$ cat src/rtl/mips_pkg.sv
// rtl/mips_pkg.sv - shared widths, PC constants and fetch-entry type for the MIPS32 core
package mips_pkg;

  localparam int INST_W = 32;
  localparam int ADDR_W = 32;
  localparam logic [ADDR_W-1:0] PC_STEP = 32'd4;
  localparam logic [ADDR_W-1:0] RESET_PC_DEF = 32'h0000_0000;

  typedef struct packed {
    logic [INST_W-1:0] inst;
    logic [ADDR_W-1:0] pc;
  } fetch_entry_t;

  // Branch/jump targets are always word aligned; the low byte-offset bits are dropped.
  function automatic logic [ADDR_W-1:0] align_word(input logic [ADDR_W-1:0] addr);
    return {addr[ADDR_W-1:2], 2'b00};
  endfunction

endpackage

$ cat src/rtl/ifetch_ctrl_if.sv
// rtl/ifetch_ctrl_if.sv - instruction ROM port and decode handshake of the fetch stage
interface ifetch_ctrl_if;
  import mips_pkg::*;

  logic [ADDR_W-1:0] imem_addr;
  logic [INST_W-1:0] imem_inst;
  logic              out_valid;
  logic              out_ready;
  logic [INST_W-1:0] out_inst;
  logic [ADDR_W-1:0] out_pc;

  modport master (
    output imem_addr,
    input  imem_inst,
    output out_valid,
    input  out_ready,
    output out_inst,
    output out_pc
  );

  modport slave (
    input  imem_addr,
    output imem_inst,
    input  out_valid,
    output out_ready,
    input  out_inst,
    input  out_pc
  );

endinterface

$ cat src/rtl/ifetch_fifo.sv
// rtl/ifetch_fifo.sv - DEPTH-entry synchronous prefetch queue with flush
module ifetch_fifo
  import mips_pkg::*;
#(
  parameter int DEPTH = 2
) (
  input  logic                       clk,
  input  logic                       rst,
  input  logic                       push,
  input  fetch_entry_t               push_data,
  input  logic                       pop,
  input  logic                       flush,
  output fetch_entry_t               pop_data,
  output logic                       full,
  output logic                       empty,
  output logic [$clog2(DEPTH):0]     count
);

  localparam int PTR_W = $clog2(DEPTH);
  localparam logic [PTR_W:0] DEPTH_C = (PTR_W+1)'(DEPTH);

  fetch_entry_t     mem [DEPTH];
  logic [PTR_W-1:0] head;
  logic [PTR_W-1:0] tail;
  logic             pop_ok;
  logic             push_ok;

  assign empty    = (count == '0);
  assign full     = (count == DEPTH_C);
  assign pop_ok   = pop & ~empty;
  // A full queue may accept a push when the head leaves in the same cycle.
  assign push_ok  = push & (~full | pop_ok) & ~flush;
  assign pop_data = mem[head];

  always_ff @(posedge clk) begin
    if (rst || flush) begin
      head  <= '0;
      tail  <= '0;
      count <= '0;
    end else begin
      if (push_ok) begin
        tail <= tail + 1'b1;
      end
      if (pop_ok) begin
        head <= head + 1'b1;
      end
      count <= count + {{PTR_W{1'b0}}, push_ok} - {{PTR_W{1'b0}}, pop_ok};
    end
  end

  // Entry storage is data only, so it needs no reset.
  always_ff @(posedge clk) begin
    if (push_ok) begin
      mem[tail] <= push_data;
    end
  end

  always_ff @(posedge clk) begin
    if (!rst) begin
      assert (count <= DEPTH_C)
        else $error("ifetch_fifo count above depth");
    end
  end

endmodule

$ cat src/rtl/ifetch_ctrl.sv
// rtl/ifetch_ctrl.sv - PC sequencer feeding the ROM, prefetch queue and redirect handling
module ifetch_ctrl
  import mips_pkg::*;
#(
  parameter logic [ADDR_W-1:0] RESET_PC = RESET_PC_DEF,
  parameter int                DEPTH    = 2
) (
  input  logic              clk,
  input  logic              rst,
  input  logic              fetch_en,
  input  logic              redirect,
  input  logic [ADDR_W-1:0] redirect_pc,
  output logic [31:0]       fetch_cnt,
  ifetch_ctrl_if.master     bus
);

  localparam int PTR_W = $clog2(DEPTH);

  logic [ADDR_W-1:0] pc;
  logic              deq;
  logic              enq;
  logic              space;
  logic              q_full;
  logic              q_empty;
  logic [PTR_W:0]    q_count;
  fetch_entry_t      q_head;
  fetch_entry_t      q_push;

  assign bus.imem_addr = pc;

  assign deq   = bus.out_valid & bus.out_ready;
  assign space = ~q_full | deq;
  // Control depends only on handshake state, never on the fetched word itself.
  assign enq   = fetch_en & space & ~redirect;

  assign q_push.inst = bus.imem_inst;
  assign q_push.pc   = pc;

  ifetch_fifo #(
    .DEPTH (DEPTH)
  ) u_fifo (
    .clk       (clk),
    .rst       (rst),
    .push      (enq),
    .push_data (q_push),
    .pop       (deq),
    .flush     (redirect),
    .pop_data  (q_head),
    .full      (q_full),
    .empty     (q_empty),
    .count     (q_count)
  );

  assign bus.out_valid = ~q_empty;
  assign bus.out_inst  = q_empty ? '0 : q_head.inst;
  assign bus.out_pc    = q_empty ? '0 : q_head.pc;

  always_ff @(posedge clk) begin
    if (rst) begin
      pc        <= RESET_PC;
      fetch_cnt <= '0;
    end else if (redirect) begin
      pc <= align_word(redirect_pc);
    end else if (enq) begin
      pc        <= pc + PC_STEP;
      fetch_cnt <= fetch_cnt + 32'd1;
    end
  end

  logic unused_count;
  assign unused_count = ^q_count;

endmodule

$ cat src/flat_wrapper.sv
// flat-port wrapper written by rule: the top's interface ports become plain ports
module ifetch_ctrl_flat import mips_pkg::*;
#(
  parameter logic [ADDR_W-1:0] RESET_PC = RESET_PC_DEF,
  parameter int                DEPTH    = 2
)
  (clk, rst, fetch_en, redirect, redirect_pc, fetch_cnt, bus_imem_addr, bus_imem_inst, bus_out_valid, bus_out_ready, bus_out_inst, bus_out_pc);
  ifetch_ctrl_if bus_i ();
  input  logic clk;
  input  logic rst;
  input  logic fetch_en;
  input  logic redirect;
  input  logic [ADDR_W-1:0] redirect_pc;
  output logic [31:0] fetch_cnt;
  output wire logic [$bits(bus_i.imem_addr)-1:0] bus_imem_addr;
  input wire logic [$bits(bus_i.imem_inst)-1:0] bus_imem_inst;
  output wire logic [$bits(bus_i.out_valid)-1:0] bus_out_valid;
  input wire logic [$bits(bus_i.out_ready)-1:0] bus_out_ready;
  output wire logic [$bits(bus_i.out_inst)-1:0] bus_out_inst;
  output wire logic [$bits(bus_i.out_pc)-1:0] bus_out_pc;
  assign bus_imem_addr = bus_i.imem_addr;
  assign bus_i.imem_inst = bus_imem_inst;
  assign bus_out_valid = bus_i.out_valid;
  assign bus_i.out_ready = bus_out_ready;
  assign bus_out_inst = bus_i.out_inst;
  assign bus_out_pc = bus_i.out_pc;
  ifetch_ctrl #(.RESET_PC(RESET_PC), .DEPTH(DEPTH)) u_core (.clk(clk), .rst(rst), .fetch_en(fetch_en), .redirect(redirect), .redirect_pc(redirect_pc), .fetch_cnt(fetch_cnt), .bus(bus_i));
endmodule
$ cat config.mk
export PLATFORM = sky130hd
export DESIGN_NAME = ifetch_ctrl_flat
export DESIGN_NICKNAME = d
export VERILOG_FILES = /design/src/rtl/mips_pkg.sv /design/src/rtl/ifetch_ctrl_if.sv /design/src/rtl/ifetch_fifo.sv /design/src/rtl/ifetch_ctrl.sv /design/src/flat_wrapper.sv
export SDC_FILE = /design/constraint.sdc
export NUM_CORES = 1
export LEC_CHECK = 0
export CORE_MARGIN = 3
export CORE_UTILIZATION = 50
export DETAILED_ROUTE_END_ITERATION = 6
export PLACE_DENSITY_LB_ADDON = 0.08
export REMOVE_ABC_BUFFERS = 1
export SLEW_MARGIN = 20
export SYNTH_ARGS = -nofsm -noshare
export SYNTH_HDL_FRONTEND = slang
export SYNTH_SLANG_ARGS = --single-unit
$ cat constraint.sdc
create_clock -name clk -period 5.36 [get_ports clk]
set_input_delay 1.072 -clock clk [delete_from_list [all_inputs] [get_ports clk]]
set_output_delay 1.072 -clock clk [all_outputs]
set_load 0.01 [all_outputs]
==> results.sh <==
export IMPL_seq_area_frac_synth_pct=60.5
export IMPL_r2r_slack_ns=2.53
export IMPL_setup_tns_ns=0
export IMPL_rows=46
export IMPL_yosysTopAreaCell="edfxtp_1"
export IMPL_stdcell_area_sq_um=11100
export IMPL_period_needed_ns=3.64
export IMPL_synth_top_family_by_area="simple AND/OR/NAND/NOR gates"
export IMPL_postCtsHoldBufs=0
export IMPL_cpMaxStageDelayCell="nor2_4"
export IMPL_min_delay_worst_endpoint="u_core.fetch_cnt[26]"
export IMPL_yosys_area_top_type_share_pct=44.5
export IMPL_cts_sinks=191
export IMPL_clock_skew_ns=0.00853
export IMPL_synthArstFlopShare_pct=0
export IMPL_vdd_drop_max_v=0.000205
export IMPL_first_global_vias=6339
export IMPL_setup_viol=0
export IMPL_grt_overflow=0
export IMPL_postCtsSetupBuffers=0
export IMPL_via_count=6452
export IMPL_fin_nets=974
export IMPL_synthXorXnorAreaFrac_pct=1.88
export IMPL_synth_mux_area_share_pct=7.94
export IMPL_drv_slew=0
export IMPL_timing_rr_end="u_core.u_fifo.count[1]"
export IMPL_place_area_sq_um=10500
export IMPL_cp_cell_sequence="nor2_4 > buf_4 > nor2_1 > clkdlybuf4s50_1"
export IMPL_clk_pin_slew_ns=0.07
export IMPL_ys_warn_count=0
export IMPL_synth_edf_count=124
export IMPL_diodes=0
export IMPL_ios=198
export IMPL_ys_seq_elements=191
export IMPL_use_met1_pct=28.4
export IMPL_drv_cap=0
export IMPL_yosys_area_share_adder_pct=0.598
export IMPL_die_h_microns=135
export IMPL_max_slew_margin_rel_pct=24.7
export IMPL_syn_avg_cell_area_sq_um=11.6
export IMPL_setup_ws_ns=1.72
export IMPL_hold_viol_final=0
export IMPL_syn2layout_area_growth_pct=32.0
export IMPL_cp_arrival_ns=2.57
export IMPL_numCtsBuffers=17
export IMPL_cts_resized_gates=0
export IMPL_cts_htree_levels=4
export IMPL_crit_type="reg -> out"
export IMPL_portBuffers=191
export IMPL_r2r_cells=10
export IMPL_drt_iter0_markers=378
export IMPL_finalNonFillerCells=1130
export IMPL_via_per_inst=5.71
export IMPL_first_pass_iters=5
export IMPL_cellLeakagePower_nw=3.50
export IMPL_synth_compound_area_share_pct=8.22
export IMPL_antenna_found_initial=0
export IMPL_r2r_start="u_core.u_fifo.count[1]"
export IMPL_dp_hpwl_mm=13.4
export IMPL_floorplan_initialDensity_pct=51.9
export IMPL_worst_path_max_fanout=34
export IMPL_grt_setup_unrepaired="false"
export IMPL_grt_pass1_wl_mm=32.5
export IMPL_gr_usage_all_layers_pct=22.2
export IMPL_max_freq_mhz=275
export IMPL_worstHoldPathCells=2
export IMPL_cts_root_buffer="clkbuf_16"
export IMPL_ys_flop_type="edfxtp_1"
export IMPL_wl_per_cell_microns=18.0
export IMPL_crit_path_end_kind="output pin"
export IMPL_gr_max_usage_layer="met2"
export IMPL_met3_usage_pct=5.01
export IMPL_gp_congestion=0.775
export IMPL_n_fill_cell=1213
export IMPL_drive_gt1_share_pct=6.02
export IMPL_postRouteAntennaNets=0
export IMPL_pwr_density_cell_nw_per_um2=288
export IMPL_period_share_pct=67.9
export IMPL_worst_setup_path_start_kind="flop"
export IMPL_grt_start_max_net_pins=63
export IMPL_cp_data_required_time_ns=4.29
export IMPL_ys_types=55
export IMPL_coreArea_sq_um=16100
export IMPL_synth_simple_area_share_pct=17.7
export IMPL_hp_class="reg -> reg"
export IMPL_critPathMaxStageDelay_ns=0.61
export IMPL_holdCritStartpoint="u_core.fetch_cnt[26]"
export IMPL_die_x_microns=135
export IMPL_met2_usage_pct=38.2
export IMPL_drcViolationCount=0
export IMPL_netlist_top_cells_area="edfxtp_1 (44%), dfxtp_1 (16%), mux2i_1 (7.5%)"
export IMPL_postRouteWirelength_mm=20.3
export IMPL_dp_worst_setup_slack_ns=1.54
export IMPL_dp_cells=1098
export IMPL_clk_latency_ns=0.43
export IMPL_cts_buffer_depth=2
export IMPL_syn_inst=724
export IMPL_synth_area_sq_um=8370
export IMPL_cts_tree="done"
export IMPL_status="finished clean"
export IMPL_die_area_sq_um=18300
export IMPL_worst_pin_slew_ns=1.13
==> area by class of cell <==
type	instances	area [sq um]	area share, %
clock buffer	20	458	4.14
clock inverter	12	128	1.15
inverter	19	71.3	0.645
multi-input combinational	473	3080	27.8
sequential	191	5070	45.9
tap	216	270	2.45
timing repair buffer	199	1980	17.9
==> state kept, by name, summed over array words and instances (netlist names), named ones only <==
name and cells:
u_core.u_fifo.count 2, u_core.u_fifo.tail 1, u_core.bus.imem_addr 30, u_core.u_fifo.head 1, u_core.fetch_cnt 32, u_core.u_fifo.mem 124
==> cell usage in the layout, fill, tap and decap left out, types with 10 or more instances in the layout <==
cell type / instances
nor2_1: 104
nand2_1: 30
a311oi_1: 12
nand4_1: 21
clkbuf_16: 18
o31ai_1: 22
a21oi_1: 26
inv_1: 18
nor4_1: 15
dfxtp_1: 66
clkdlybuf4s50_1: 190
mux2i_1: 63
nor3_1: 10
edfxtp_1: 124
o21ai_0: 11
or4_1: 24
nand3_1: 26
==> how the worst max path moves through the flow <==
| stage | cells past startpoint | endpoint | start | slack (ns) |
|---|---|---|---|---|
| 4_1_cts | 4 | bus_out_pc[12] | u_core.u_fifo.count[1] | 1.63 |
| 3_5_place_dp | 5 | u_core.fetch_cnt[30] | redirect | 1.54 |
| 6_report | 4 | bus_out_pc[24] | u_core.u_fifo.count[1] | 1.72 |
| 5_1_grt | 4 | bus_out_pc[12] | u_core.u_fifo.count[1] | 1.53 |
| 3_3_place_gp | 5 | u_core.fetch_cnt[30] | redirect | 1.65 |
| 2_1_floorplan | 3 | u_core.u_fifo.mem[0][10] | bus_out_ready | 0.69 |
==> logic make-up (layout without fill, tap and decap cells) <==
| family | count (synthesis) | in the layout |
|---|---|---|
| flops | 191 | 191 |
| fa+ha+maj | 4 | 4 |
| compound gates | 99 | 99 |
| xor+xnor | 18 | 18 |
| buf+inv | 63 | 250 |
| mux | 66 | 66 |
| simple gates | 282 | 282 |
| other cells | 1 | 4 |
==> per-stage QoR <==
step	utilization, %	power, W	hold WS (ns)
floorplan	-	0.00180	0.498
global placement	64.9	0.00197	0.471
detailed placement	64.9	0.00198	0.483
CTS	68.6	0.00321	0.499
global route	68.6	0.00329	0.537
finish	68.6	0.00318	0.500
==> routing by layer <==
metal	vias to the layer above	part of all wire, %
met4	0	1.3
met5	-	0
li1	3086	-
met3	19	6.5
met2	223	49
met1	3124	43
==> synth_stat cells, types with 10 or more instances <==
cell      number
a21oi_1       26
a311oi_1      12
clkbuf_1      33
dfxtp_1       67
edfxtp_1     124
inv_1         18
mux2i_1       63
nand2_1       30
nand3_1       26
nand4_1       21
nor2_1       106
nor3_1        10
nor4_1        15
o21ai_0       11
o31ai_1       22
or4_1         24
==> critical path: cells and delay by family, from the launching register on <==
| kind | cells | cell delay, ns |
|---|---|---|
| buf+inv | 2 | 1.02 |
| flops | 1 | 0.37 |
| simple gates | 2 | 0.72 |
==> where the power goes <==
group	total [W]	internal, W	switching [W]
sequential	0.00167	0.00162	0.0000486
combinational	0.000280	0.000147	0.000133
clock	0.00124	0.000679	0.000557
Power figures use the tool's default switching activity.
